===== src/rtl/dmem_arb_pkg.sv =====
// Shared definitions for the DataMEM access arbiter.
//   - loadStoreWidth codes understood by DataMEM
//   - arbiter FSM state encoding
//   - requester (owner) identifiers
package dmem_arb_pkg;

    localparam logic [1:0] W_BYTE = 2'b00;
    localparam logic [1:0] W_HALF = 2'b01;
    localparam logic [1:0] W_RSVD = 2'b10;
    localparam logic [1:0] W_WORD = 2'b11;

    typedef enum logic [1:0] {
        IDLE   = 2'b00,
        ACCESS = 2'b01,
        RESP   = 2'b10
    } state_t;

    typedef enum logic {
        OWN_CPU = 1'b0,
        OWN_DBG = 1'b1
    } owner_t;

endpackage


===== src/rtl/dmem_align_check.sv =====
// Combinational access-legality check.
// Ports:
//   width   in  2  requested loadStoreWidth code
//   addr_lo in  2  low two bits of the byte address
//   err     out 1  1 = reserved width or address not naturally aligned
module dmem_align_check
    import dmem_arb_pkg::*;
(
    input  logic [1:0] width,
    input  logic [1:0] addr_lo,
    output logic       err
);

    // Flag accesses DataMEM cannot perform as one naturally aligned beat
    always_comb begin
        err = 1'b0;
        case (width)
            W_BYTE:  err = 1'b0;
            W_HALF:  err = addr_lo[0];
            W_WORD:  err = (addr_lo != 2'b00);
            default: err = 1'b1;
        endcase
    end

endmodule


===== src/rtl/dmem_access_arbiter.sv =====
// Arbiter sharing the single-port DataMEM between the CPU load/store port
// (cpu_*) and the debug/loader port (dbg_*). One request is latched at a time,
// played onto the DataMEM control lines for one cycle, and answered through a
// valid/ready response handshake. Illegal accesses never reach memory.
//
// Configuration macro: DMEM_ARB_RR_EN
//   defined   -> round-robin between simultaneous requests
//   undefined -> fixed priority, CPU wins every tie
//
// Ports:
//   CLK, Reset                   clock, asynchronous active-high reset
//   {cpu,dbg}_req_valid/ready    request handshake (ready is combinational)
//   {cpu,dbg}_req_write/addr/wdata/width/sign   request fields
//   {cpu,dbg}_rsp_valid/ready    response handshake
//   {cpu,dbg}_rsp_rdata/err      response payload
//   mem_MemToReg, mem_MemWrite   DataMEM read select / write strobe
//   mem_width, mem_sign          DataMEM loadStoreWidth / loadSign
//   mem_addr, mem_wdata          DataMEM memAddr / writeData
//   mem_rdata                    DataMEM writeBackData (combinational)
module dmem_access_arbiter
    import dmem_arb_pkg::*;
#(
    parameter int AW = 32,
    parameter int DW = 32
) (
    input  logic          CLK,
    input  logic          Reset,

    input  logic          cpu_req_valid,
    output logic          cpu_req_ready,
    input  logic          cpu_req_write,
    input  logic [AW-1:0] cpu_req_addr,
    input  logic [DW-1:0] cpu_req_wdata,
    input  logic [1:0]    cpu_req_width,
    input  logic          cpu_req_sign,
    output logic          cpu_rsp_valid,
    input  logic          cpu_rsp_ready,
    output logic [DW-1:0] cpu_rsp_rdata,
    output logic          cpu_rsp_err,

    input  logic          dbg_req_valid,
    output logic          dbg_req_ready,
    input  logic          dbg_req_write,
    input  logic [AW-1:0] dbg_req_addr,
    input  logic [DW-1:0] dbg_req_wdata,
    input  logic [1:0]    dbg_req_width,
    input  logic          dbg_req_sign,
    output logic          dbg_rsp_valid,
    input  logic          dbg_rsp_ready,
    output logic [DW-1:0] dbg_rsp_rdata,
    output logic          dbg_rsp_err,

    output logic          mem_MemToReg,
    output logic          mem_MemWrite,
    output logic [1:0]    mem_width,
    output logic          mem_sign,
    output logic [AW-1:0] mem_addr,
    output logic [DW-1:0] mem_wdata,
    input  logic [DW-1:0] mem_rdata
);

    state_t        state_r;
    state_t        state_nxt_s;
    owner_t        owner_r;
    logic          err_r;

    logic          grant_cpu_s;
    logic          grant_dbg_s;
    logic          accept_s;
    owner_t        sel_owner_s;
    logic          sel_write_s;
    logic [AW-1:0] sel_addr_s;
    logic [DW-1:0] sel_wdata_s;
    logic [1:0]    sel_width_s;
    logic          sel_sign_s;
    logic          sel_err_s;
    logic          owner_rsp_ready_s;
    logic [DW-1:0] rdata_cap_s;

    // DataMEM drive registers; they carry the latched request and are
    // non-zero only while the FSM sits in ACCESS.
    logic          mem_read_r;
    logic          mem_write_r;
    logic [1:0]    mem_width_r;
    logic          mem_sign_r;
    logic [AW-1:0] mem_addr_r;
    logic [DW-1:0] mem_wdata_r;

    logic          cpu_rsp_valid_r;
    logic [DW-1:0] cpu_rsp_rdata_r;
    logic          cpu_rsp_err_r;
    logic          dbg_rsp_valid_r;
    logic [DW-1:0] dbg_rsp_rdata_r;
    logic          dbg_rsp_err_r;

`ifdef DMEM_ARB_RR_EN
    owner_t        rr_last_r;
`endif

    // Arbitration: grants are only offered while idle
    always_comb begin
        grant_cpu_s = 1'b0;
        grant_dbg_s = 1'b0;
        if (state_r == IDLE) begin
            if (cpu_req_valid && dbg_req_valid) begin
`ifdef DMEM_ARB_RR_EN
                // Whoever was not served last wins the tie
                if (rr_last_r == OWN_CPU) begin
                    grant_dbg_s = 1'b1;
                end else begin
                    grant_cpu_s = 1'b1;
                end
`else
                grant_cpu_s = 1'b1;
`endif
            end else if (cpu_req_valid) begin
                grant_cpu_s = 1'b1;
            end else if (dbg_req_valid) begin
                grant_dbg_s = 1'b1;
            end else begin
                grant_cpu_s = 1'b0;
                grant_dbg_s = 1'b0;
            end
        end else begin
            grant_cpu_s = 1'b0;
            grant_dbg_s = 1'b0;
        end
    end

    // Ready is suppressed while reset is asserted so nothing looks accepted
    assign cpu_req_ready = grant_cpu_s & ~Reset;
    assign dbg_req_ready = grant_dbg_s & ~Reset;
    assign accept_s      = grant_cpu_s | grant_dbg_s;

    assign sel_owner_s = grant_dbg_s ? OWN_DBG       : OWN_CPU;
    assign sel_write_s = grant_dbg_s ? dbg_req_write : cpu_req_write;
    assign sel_addr_s  = grant_dbg_s ? dbg_req_addr  : cpu_req_addr;
    assign sel_wdata_s = grant_dbg_s ? dbg_req_wdata : cpu_req_wdata;
    assign sel_width_s = grant_dbg_s ? dbg_req_width : cpu_req_width;
    assign sel_sign_s  = grant_dbg_s ? dbg_req_sign  : cpu_req_sign;

    dmem_align_check u_align_check (
        .width   (sel_width_s),
        .addr_lo (sel_addr_s[1:0]),
        .err     (sel_err_s)
    );

    assign owner_rsp_ready_s = (owner_r == OWN_DBG) ? dbg_rsp_ready : cpu_rsp_ready;

    // Read data is only taken from memory for a legal load
    assign rdata_cap_s = mem_read_r ? mem_rdata : {DW{1'b0}};

    // FSM state register
    always_ff @(posedge CLK or posedge Reset) begin
        if (Reset) begin
            state_r <= IDLE;
        end else begin
            state_r <= state_nxt_s;
        end
    end

    // FSM next-state logic
    always_comb begin
        state_nxt_s = state_r;
        case (state_r)
            IDLE: begin
                if (accept_s) begin
                    state_nxt_s = ACCESS;
                end else begin
                    state_nxt_s = IDLE;
                end
            end
            ACCESS: state_nxt_s = RESP;
            RESP: begin
                if (owner_rsp_ready_s) begin
                    state_nxt_s = IDLE;
                end else begin
                    state_nxt_s = RESP;
                end
            end
            default: state_nxt_s = IDLE;
        endcase
    end

    // Request latch, DataMEM drive and response capture
    always_ff @(posedge CLK or posedge Reset) begin
        if (Reset) begin
            owner_r         <= OWN_CPU;
            err_r           <= 1'b0;
            mem_read_r      <= 1'b0;
            mem_write_r     <= 1'b0;
            mem_width_r     <= 2'b00;
            mem_sign_r      <= 1'b0;
            mem_addr_r      <= {AW{1'b0}};
            mem_wdata_r     <= {DW{1'b0}};
            cpu_rsp_valid_r <= 1'b0;
            cpu_rsp_rdata_r <= {DW{1'b0}};
            cpu_rsp_err_r   <= 1'b0;
            dbg_rsp_valid_r <= 1'b0;
            dbg_rsp_rdata_r <= {DW{1'b0}};
            dbg_rsp_err_r   <= 1'b0;
        end else begin
            case (state_r)
                IDLE: begin
                    if (accept_s) begin
                        owner_r     <= sel_owner_s;
                        err_r       <= sel_err_s;
                        mem_read_r  <= ~sel_write_s & ~sel_err_s;
                        mem_write_r <= sel_write_s & ~sel_err_s;
                        mem_width_r <= sel_width_s;
                        mem_sign_r  <= sel_sign_s;
                        mem_addr_r  <= sel_addr_s;
                        mem_wdata_r <= sel_wdata_s;
                    end else begin
                        owner_r     <= owner_r;
                        err_r       <= err_r;
                    end
                end
                ACCESS: begin
                    // Single memory cycle: drop the bus and post the response
                    mem_read_r  <= 1'b0;
                    mem_write_r <= 1'b0;
                    mem_width_r <= 2'b00;
                    mem_sign_r  <= 1'b0;
                    mem_addr_r  <= {AW{1'b0}};
                    mem_wdata_r <= {DW{1'b0}};
                    if (owner_r == OWN_DBG) begin
                        dbg_rsp_valid_r <= 1'b1;
                        dbg_rsp_rdata_r <= rdata_cap_s;
                        dbg_rsp_err_r   <= err_r;
                    end else begin
                        cpu_rsp_valid_r <= 1'b1;
                        cpu_rsp_rdata_r <= rdata_cap_s;
                        cpu_rsp_err_r   <= err_r;
                    end
                end
                RESP: begin
                    if (owner_rsp_ready_s) begin
                        cpu_rsp_valid_r <= 1'b0;
                        cpu_rsp_rdata_r <= {DW{1'b0}};
                        cpu_rsp_err_r   <= 1'b0;
                        dbg_rsp_valid_r <= 1'b0;
                        dbg_rsp_rdata_r <= {DW{1'b0}};
                        dbg_rsp_err_r   <= 1'b0;
                    end else begin
                        cpu_rsp_valid_r <= cpu_rsp_valid_r;
                        dbg_rsp_valid_r <= dbg_rsp_valid_r;
                    end
                end
                default: begin
                    mem_read_r      <= 1'b0;
                    mem_write_r     <= 1'b0;
                    cpu_rsp_valid_r <= 1'b0;
                    dbg_rsp_valid_r <= 1'b0;
                end
            endcase
        end
    end

`ifdef DMEM_ARB_RR_EN
    // Remember the most recently granted owner; reset favours the CPU
    always_ff @(posedge CLK or posedge Reset) begin
        if (Reset) begin
            rr_last_r <= OWN_DBG;
        end else if (accept_s) begin
            rr_last_r <= sel_owner_s;
        end else begin
            rr_last_r <= rr_last_r;
        end
    end
`endif

    assign mem_MemToReg  = mem_read_r;
    assign mem_MemWrite  = mem_write_r;
    assign mem_width     = mem_width_r;
    assign mem_sign      = mem_sign_r;
    assign mem_addr      = mem_addr_r;
    assign mem_wdata     = mem_wdata_r;

    assign cpu_rsp_valid = cpu_rsp_valid_r;
    assign cpu_rsp_rdata = cpu_rsp_rdata_r;
    assign cpu_rsp_err   = cpu_rsp_err_r;
    assign dbg_rsp_valid = dbg_rsp_valid_r;
    assign dbg_rsp_rdata = dbg_rsp_rdata_r;
    assign dbg_rsp_err   = dbg_rsp_err_r;

endmodule


===== config.mk =====
export PLATFORM = sky130hd
export DESIGN_NAME = dmem_access_arbiter
export DESIGN_NICKNAME = d
export VERILOG_FILES = /design/src/rtl/dmem_arb_pkg.sv /design/src/rtl/dmem_align_check.sv /design/src/rtl/dmem_access_arbiter.sv
export SDC_FILE = /design/constraint.sdc
export NUM_CORES = 1
export LEC_CHECK = 0
export ABC_AREA = 1
export CORE_MARGIN = 8
export CORE_UTILIZATION = 41
export DETAILED_ROUTE_END_ITERATION = 12
export PLACE_DENSITY = 0.8
export SLEW_MARGIN = 20
export SYNTH_ARGS = -nofsm -noshare
export SYNTH_HDL_FRONTEND = slang
export SYNTH_SLANG_ARGS = --single-unit

===== constraint.sdc =====
create_clock -name CLK -period 5.1 [get_ports CLK]
set_clock_uncertainty 0.1 [all_clocks]
set_input_delay 0.51 -clock CLK [delete_from_list [all_inputs] [get_ports CLK]]
set_output_delay 0.51 -clock CLK [all_outputs]
set_load 0.01 [all_outputs]

; Word-level counts from Yosys, hierarchy flattened
; Cells that the tools add are included.
; W data, S select, Z words.
[totals]
reg_bits = 141
latch_bits = 0
ram_bits = 0
rom_bits = 0
input_bits = 174
out_inout_bits = 139
wordCells = 91
memories = 0
[op_classes]
n_addsub = 0
n_mul = 0
n_div = 0
order_cmp = 0
n_eq_ne = 8
n_shift = 0
n_mux = 45
n_bitwise = 10
n_reduce_logical = 13
[ops]
columns = operator, n
row1 = $mux W32, 8
row2 = $pmux W32 S2, 4
row3 = $mux W1, 20
row4 = $reduce_and A3 Y1, 4
row5 = $pmux W1 S2, 5
row6 = $pmux W1 S3, 3
row7 = $ne A2 B2 Y1 const B, 4
row8 = $mux W2, 3
row9 = $pmux W2 S3, 1
row10 = $reduce_and A2 Y1, 3
row11 = $reduce_bool A2 Y1, 3
row12 = $not A1 Y1, 5
row13 = $and A1 B1 Y1, 4
row14 = $eq A2 B1 Y1 const B, 2
row15 = $eq A2 B2 Y1 const B, 2
row16 = $logic_not A2 Y1, 2
row17 = $pmux W2 S2, 1
row18 = $logic_and A1 B1 Y1, 1
row19 = $or A1 B1 Y1, 1

; Longest topological paths before layout
; Gate-level depths: netlist of the first run.
[logic_depth]
ltp_word = 11
ltp_mapped = 11

; Hierarchy
; Synthesis of the first run repeated with hierarchy kept, for this count alone.
[hier_totals]
hier_cells = 937
area_unflattened_um2 = 6994.2
[modules_own_cells]
columns = module, n_inst, cells_per_inst, area_per_inst_um2
row1 = dmem_access_arbiter, 1, 932, 6975.4
row2 = dmem_align_check, 1, 5, 18.8

; Worst setup path after synthesis of the first run
; Ideal clock, no wire load.
[synth_timing]
path_kind = input -> output
startpoint = input dbg_req_valid
endpoint = output dbg_req_ready
arrival_time_ns = 1.144
slack_ns = 3.346
path_stages = 5
path_buffers = 1
cell_sequence = inv_1 nor2_2 nand2_2 clkbuf_1 nor2_1
[synth_via]
elab_chain_len = 5
word_cells_on_any_way = 6
[synth_lines]
columns = item, line
row1 = "start, declared", dmem_access_arbiter.sv:41  ; input logic dbg_req_valid,
row2 = $mux W1, dmem_access_arbiter.sv:118  ; end else if (dbg_req_valid) begin
row3 = $mux W1, dmem_access_arbiter.sv:116  ; end else if (cpu_req_valid) begin
row4 = $mux W1 *, dmem_access_arbiter.sv:105  ; if (cpu_req_valid && dbg_req_valid) begin
row5 = $mux W1 *, dmem_access_arbiter.sv:104  ; if (state_r == IDLE) begin
row6 = $and A1 B1 Y1 *, dmem_access_arbiter.sv:132  ; assign dbg_req_ready = grant_dbg_s & ~Reset;
row7 = "end, declared", dmem_access_arbiter.sv:42  ; output logic dbg_req_ready,
; Mark *: on every way between the ends. The rest lies on a longest branch, timed or not.

; Final worst setup path of the first run
; Same ends and word-level chain as after synthesis.

==> results.py, run 1 <==
metrics = {
    "worst_hold_path": {
        "min_path_cells": 2,
        "hold_start": "dbg_rsp_rdata[23]$_DFFE_PP0P_",
        "min_path_type": "flop to flop",
        "hold_path_end": "dbg_rsp_rdata[23]$_DFFE_PP0P_",
    },
    "critical_path": {
        "worst_r2r_endpoint": "mem_addr[18]$_DFFE_PP0P_",
        "ff2ff_setup_slack_ns": 2.15,
        "critical_path_launch_point": "dbg_req_valid",
        "worst-setup-path-type": "input pin to primary output",
        "crit_path_start_kind": "input pin",
        "cp-end-kind": "primary output",
        "worst_ep_required_time_ns": 4.49,
        "worst-r2r-cell-count": 8,
        "timing.critical_path.arrival_ns": 2.37,
        "timing.critical_path.fanout_max": 66,
        "reg2reg_launch_point": "state_r[1]$_DFF_PP0_",
    },
    "sta": {
        "setup-violations-final": 0,
        "timing_worst_slew_pin_value_ns": 0.909,
        "period_share_pct": 58.5,
        "final-max-slew-violation-count": 0,
        "hold_viol_final": 0,
        "setup_total_negative_slack_ns": 0,
        "timing.max_slew.rel_slack_pct": 39.4,
        "period_needed_ns": 2.98,
        "max_clock_freq_mhz": 335,
        "grt_setup_unrepaired": "no",
    },
    "clock_network": {
        "tritoncts.num_buffers": 17,
        "clk_root_buffer_cell": "clkbuf_16",
        "cts_resized": 0,
        "tritoncts": "built",
        "cts_max_path_buffers": 2,
        "cts.clk_slew.worst_paths_ns": 0.05,
        "post_cts_hold_buffer_count": 0,
        "htree_num_levels": 4,
        "clk-insertion-delay-late_ns": 0.40,
        "post-cts-setup-buffers": 0,
        "tritoncts_num_sinks": 141,
    },
    "job": {
        "drv_cap": 0,
    },
    "layout": {
        "n_antenna_cell": 0,
        "fraction_of_final_layout_cells_sized_beyond_drive_strength_1_pct": 4.20,
        "finish.net_count": 1307,
        "most_common_cell_after_layout_fill_and_taps_aside": "clkdlybuf4s50_1",
        "area_growth_pct": 56.9,
        "mostFrequentLayoutCells": "312 x clkdlybuf4s50_1, 295 x nand2_1, 141 x dfrtp_1, 96 x o21ai_0, 71 x inv_1",
    },
    "global_route": {
        "maximum_number_of_pins_on_one_net_before_global_route_repair": 112,
        "antenna_found_initial": 1,
        "via_count_of_the_first_global_routing_pass": 6634,
        "grt_pass1_wl_um": 35800,
        "grt_util_all_layers_pct": 22.8,
        "globalRoute.totalOverflow": 0,
    },
    "yosys": {
        "synth.largest_area_cell": "dfrtp_1",
        "postSynthAreaPerCell_um2": 7.75,
        "syn-num-nets": 1024,
        "synth-warning-count": 0,
        "synthDominantCellAreaShare_pct": 53.6,
        "synthCells": 850,
        "synth-seq-cells": 141,
        "yosys.cell_types.count": 19,
        "post_synthesis_sequential_area_ratio_pct": 53.6,
        "area_of_the_mapped_netlist_um2": 6590,
        "post_synth_main_area_contributors": "dfrtp_1 54%, nand2_1 17%, o21ai_0 7.3%",
    },
    "routing": {
        "drc_errors": 0,
        "drt.antenna.violating_nets": 0,
        "postRouteWirelength_um": 23100,
        "drtPass1Iterations": 7,
        "post_drt_via_cell_ratio": 4.87,
        "drt_iter0_markers": 501,
        "detailroute.via_count": 6623,
        "routedWlPerCell_um": 17.0,
    },
    "place": {
        "place.gp.congestion": 0.876,
        "placed_wire_length_estimate_after_detailed_placement_um": 17400,
        "portBuffers": 312,
    },
    "die": {
        "fp.dieW_um": 143,
        "top_level_ports": 313,
        "floorplan.die_area_um2": 20400,
        "die_h_um": 143,
        "placementRows": 46,
        "start_util_pct": 41.8,
        "standard_cell_core_area_um2": 15800,
    },
    "pwr": {
        "power_w": 0.00627,
        "total_leakage_power_nw": 4.90,
        "peakVddDrop_v": 0.000347,
        "power.density_cell_area_nw_per_um2": 607,
    },
    "outcome": {
        "status": "finished, final reports clean",
    },
}
[cell families (layout without fill, tap and decap cells)]
logic type / after synthesis / after routing / share of synthesized area, %
AO/OA/AOI/OAI: 200 / 200 / 15.5
flip-flops: 141 / 141 / 53.6
AND/OR/NAND/NOR: 375 / 375 / 22.4
buffers and inverters: 134 / 428 / 8.62
[critical path, stage by stage]
cell and delay, ns:
clkdlybuf4s50_1 0.50, inv_1 0.06, nor2_2 0.18, nand2_4 0.35, nor2_1 0.21, clkdlybuf4s50_1 0.56
[sequential cells by signal, indices dropped and copies added (netlist names), 2 cells and up]
signal,count
mem_addr,32
mem_wdata,32
mem_width,2
state_r,2
cpu_rsp_rdata,32
dbg_rsp_rdata,32
[synthesized netlist by cell type]
library cell	number
a21oi_1	67
a22o_1	3
buf_1	1
buf_2	34
buf_6	3
clkbuf_1	19
dfrtp_1	141
inv_1	72
inv_2	5
nand2_1	295
nand2_2	3
nand3_1	37
nor2_1	37
nor2_2	2
nor2_4	1
o21ai_0	96
o21ai_1	32
o21ai_2	1
o31ai_1	1
[stage by stage]
step	setup slack [ns]	std cells	hold WS, ns	cell area [um^2]	util (%)
3_5_place_dp	2.11	1330	0.367	9790	62.1
5_1_grt	1.79	1360	0.401	10300	65.5
4_1_cts	2.10	1360	0.383	10300	65.5
2_1_floorplan	0.709	850	0.349	6590	-
6_report	2.12	1360	0.376	10300	65.5
3_3_place_gp	2.14	1330	0.361	9790	62.1
[layer usage]
| layer | wire length [um] | track usage, % | share of wire, % | up-vias |
|---|---|---|---|---|
| met4 | 726 | 9.23 | 3.1 | 2 |
| met5 | 13 | 0 | 0.056 | - |
| met1 | 8920 | 26.5 | 39 | 3029 |
| li1 | - | - | - | 3257 |
| met2 | 11400 | 38.1 | 49 | 292 |
| met3 | 2020 | 7.45 | 8.7 | 43 |
[cell type report]
| class | instances | area [um^2] |
|---|---|---|
| clock buffers | 22 | 454 |
| flip-flops and latches | 141 | 3530 |
| well taps | 216 | 270 |
| clock inverters | 8 | 93.8 |
| fillers | 1362 | 5440 |
| repair buffers | 321 | 3190 |
| inverters | 77 | 295 |
| multi-input cells | 575 | 2500 |
[worst max path at each step]
stage and to:
6_report dbg_req_ready, 5_1_grt mem_addr[18]$_DFFE_PP0P_, 4_1_cts mem_width[0]$_DFFE_PP0P_, 3_5_place_dp dbg_req_ready, 3_3_place_gp mem_width[1]$_DFFE_PP0P_, 2_1_floorplan cpu_rsp_err$_DFFE_PP0P_
[where the power goes]
group | total [W] | switching (W) | internal (W)
Combinational | 0.00313 | 0.00172 | 0.00142
Clock | 0.00117 | 0.000442 | 0.000724
Sequential | 0.00197 | 0.000312 | 0.00166
Power figures use the tool's default switching activity.
==> run 2, diff against run 1 <==
CORE_UTILIZATION = 37   (was 41)
PLACE_DENSITY = 0.77   (was 0.8)
clock period = 2.7 ns   (was 5.1 ns; I/O delays follow)
==> run 2 against run 1 <==
Against the previous run: combinational power increased by 92%; register-to-register slack got worse by 1.4 ns; largest cell class unchanged; clock-buffer cell count decreased by 5.
==> results.py, run 2 (synthesized netlist as in run 1, its figures left out) <==
metrics = {
    "sta": {
        "max_clock_freq_mhz": 416,
        "final-max-slew-violation-count": 0,
        "finalWorstSetupSlack_ns": 0.299,
        "period_needed_ns": 2.40,
        "period_share_pct": 88.9,
        "timing_worst_slew_pin_value_ns": 0.743,
        "grt_setup_unrepaired": "no",
        "timing.max_slew.rel_slack_pct": 50.4,
        "setup-violations-final": 0,
        "setup_total_negative_slack_ns": 0,
        "hold_viol_final": 0,
    },
    "pwr": {
        "netSwitchingPower_w": 0.00477,
        "peakVddDrop_v": 0.000669,
        "power.share.sequential_pct": 29.8,
        "power.density_cell_area_nw_per_um2": 1170,
        "intPower_w": 0.00765,
        "total_leakage_power_nw": 5.00,
        "clock_share_of_power_pct": 21.9,
        "power_switching_share_pct": 38.4,
        "p_comb_share_pct": 48.3,
    },
    "clock_network": {
        "htree_num_levels": 4,
        "cts_resized": 0,
        "clk_root_buffer_cell": "clkbuf_16",
        "tritoncts_num_sinks": 141,
        "cts.clk_slew.worst_paths_ns": 0.06,
        "clk-insertion-delay-late_ns": 0.41,
        "post-cts-setup-buffers": 0,
        "tritoncts.num_buffers": 17,
        "post_cts_hold_buffer_count": 0,
        "cts_max_path_buffers": 2,
        "tritoncts": "built",
    },
    "place": {
        "place.gp.congestion": 0.843,
        "preCtsSetupSlack_ns": 0.409,
        "dpl_cell_area_um2": 9900,
        "portBuffers": 312,
        "placed_wire_length_estimate_after_detailed_placement_um": 16800,
    },
    "critical_path": {
        "ff2ff_setup_slack_ns": 0.72,
        "worst_ep_required_time_ns": 2.33,
        "largest_stage_delay_on_the_critical_path_ns": 0.55,
        "reg2reg_launch_point": "state_r[1]$_DFF_PP0_",
        "timing.critical_path.arrival_ns": 2.03,
        "timing.critical_path.fanout_max": 23,
        "cp-end-kind": "primary output",
        "crit_path_start_kind": "flop",
        "critPathSlowestCell": "clkdlybuf4s50_1",
        "worst-r2r-cell-count": 7,
        "worst_r2r_endpoint": "mem_addr[7]$_DFFE_PP0P_",
        "crit_chain": "nor2_4, nand2_4, nor2_1, clkdlybuf4s50_1",
        "worst-setup-path-type": "flop to primary output",
    },
    "routing": {
        "drt.antenna.violating_nets": 0,
        "post_drt_via_cell_ratio": 4.79,
        "drt_iter0_markers": 385,
        "routedWlPerCell_um": 16.5,
        "drc_errors": 0,
        "detailroute.via_count": 6614,
        "postRouteWirelength_um": 22800,
        "drtPass1Iterations": 7,
    },
    "die": {
        "start_util_pct": 37.2,
        "placementRows": 49,
        "die_h_um": 149,
        "standard_cell_core_area_um2": 17700,
        "fp.dieW_um": 149,
        "floorplan.die_area_um2": 22300,
        "top_level_ports": 313,
    },
    "job": {
        "drv_cap": 0,
    },
    "layout": {
        "finish.net_count": 1312,
        "final_cell_area_um2": 10600,
        "n_antenna_cell": 0,
        "mostFrequentLayoutCells": "312 x clkdlybuf4s50_1, 295 x nand2_1, 141 x dfrtp_1, 96 x o21ai_0, 71 x inv_1",
        "area_growth_pct": 60.7,
        "most_common_cell_after_layout_fill_and_taps_aside": "clkdlybuf4s50_1",
        "fraction_of_final_layout_cells_sized_beyond_drive_strength_1_pct": 5.13,
    },
    "global_route": {
        "maximum_number_of_pins_on_one_net_before_global_route_repair": 93,
        "via_count_of_the_first_global_routing_pass": 6598,
        "grt_pass1_wl_um": 36200,
        "globalRoute.totalOverflow": 0,
        "antenna_found_initial": 0,
        "grt_util_all_layers_pct": 20.6,
    },
    "outcome": {
        "status": "finished, final reports clean",
    },
    "worst_hold_path": {
        "min_path_type": "input pin to async pin",
    },
}
[run 2: changes by cell type in the layout (fill, tap and decap cells not counted), sizes merged]
cell      before  now
bufinv         2    6
inv           76   78
buf            9   14
clkbuf        22   17
clkinvlp       0    2
clkinv         7    6
[run 2: per-layer routing]
layer	vias to the layer above	wire [um]	GRT usage (%)	part of all wire, %
li1	3277	-	-	-
met4	0	616	7.32	2.7
met1	3047	9100	25.1	40
met3	37	2170	7.59	9.5
met5	-	0	0	0
met2	253	10900	32.9	48
[run 2: per-stage QoR]
| step | hold WS, ns | power, W | instances | utilization, % |
|---|---|---|---|---|
| after floorplan | 0.349 | 0.00667 | 850 | - |
| after global placement | 0.361 | 0.00968 | 1348 | 55.9 |
| after detailed placement | 0.367 | 0.00979 | 1348 | 55.9 |
| after CTS | 0.305 | 0.0126 | 1380 | 59.8 |
| after global routing | 0.352 | 0.0133 | 1380 | 59.8 |
| final | 0.282 | 0.0124 | 1380 | 59.8 |
[run 2: worst max path at each step]
| stage | start | end | depth (start not counted) |
|---|---|---|---|
| finish | state_r[1]$_DFF_PP0_ | dbg_req_ready | 4 |
| global route | state_r[1]$_DFF_PP0_ | dbg_req_ready | 4 |
| CTS | state_r[1]$_DFF_PP0_ | dbg_req_ready | 4 |
| detailed placement | dbg_req_valid | dbg_req_ready | 6 |
| global placement | dbg_req_valid | dbg_req_ready | 6 |
| floorplan | Reset | cpu_rsp_err$_DFFE_PP0P_ | 1 |
[run 2: final cells by class]
type / instances / area [um^2]
Clock buffer: 17 / 425
Clock inverter: 15 / 260
Inverter: 77 / 294
Fill cell: 1585 / 7130
Tap cell: 229 / 287
Multi-Input combinational cell: 575 / 2500
Sequential cell: 141 / 3530
Timing Repair Buffer: 326 / 3290
[run 2: power by group through the flow]
stage                     logic [W]  registers (W)  clock network [W]
final                       0.00600        0.00370            0.00273
after global routing        0.00661        0.00382            0.00288
after CTS                   0.00610        0.00370            0.00278
after detailed placement    0.00608        0.00371                  0
after global placement      0.00599        0.00368                  0
after floorplan             0.00254        0.00413                  0
[run 2: critical path, delay by kind of cell, from the launching register on]
kind	cells	cell delay (ns)
and+or+nand+nor	3	0.60
DFF	1	0.45
buffers and inverters	1	0.55
==> run 3, diff against run 2 <==
ABC_CLOCK_PERIOD_IN_PS = 2700   (was default)
CTS_CLUSTER_SIZE = 28   (was default)
==> results of run 3 <==
Same layout as run 2: the final DEF is identical, and so are final timing and power.
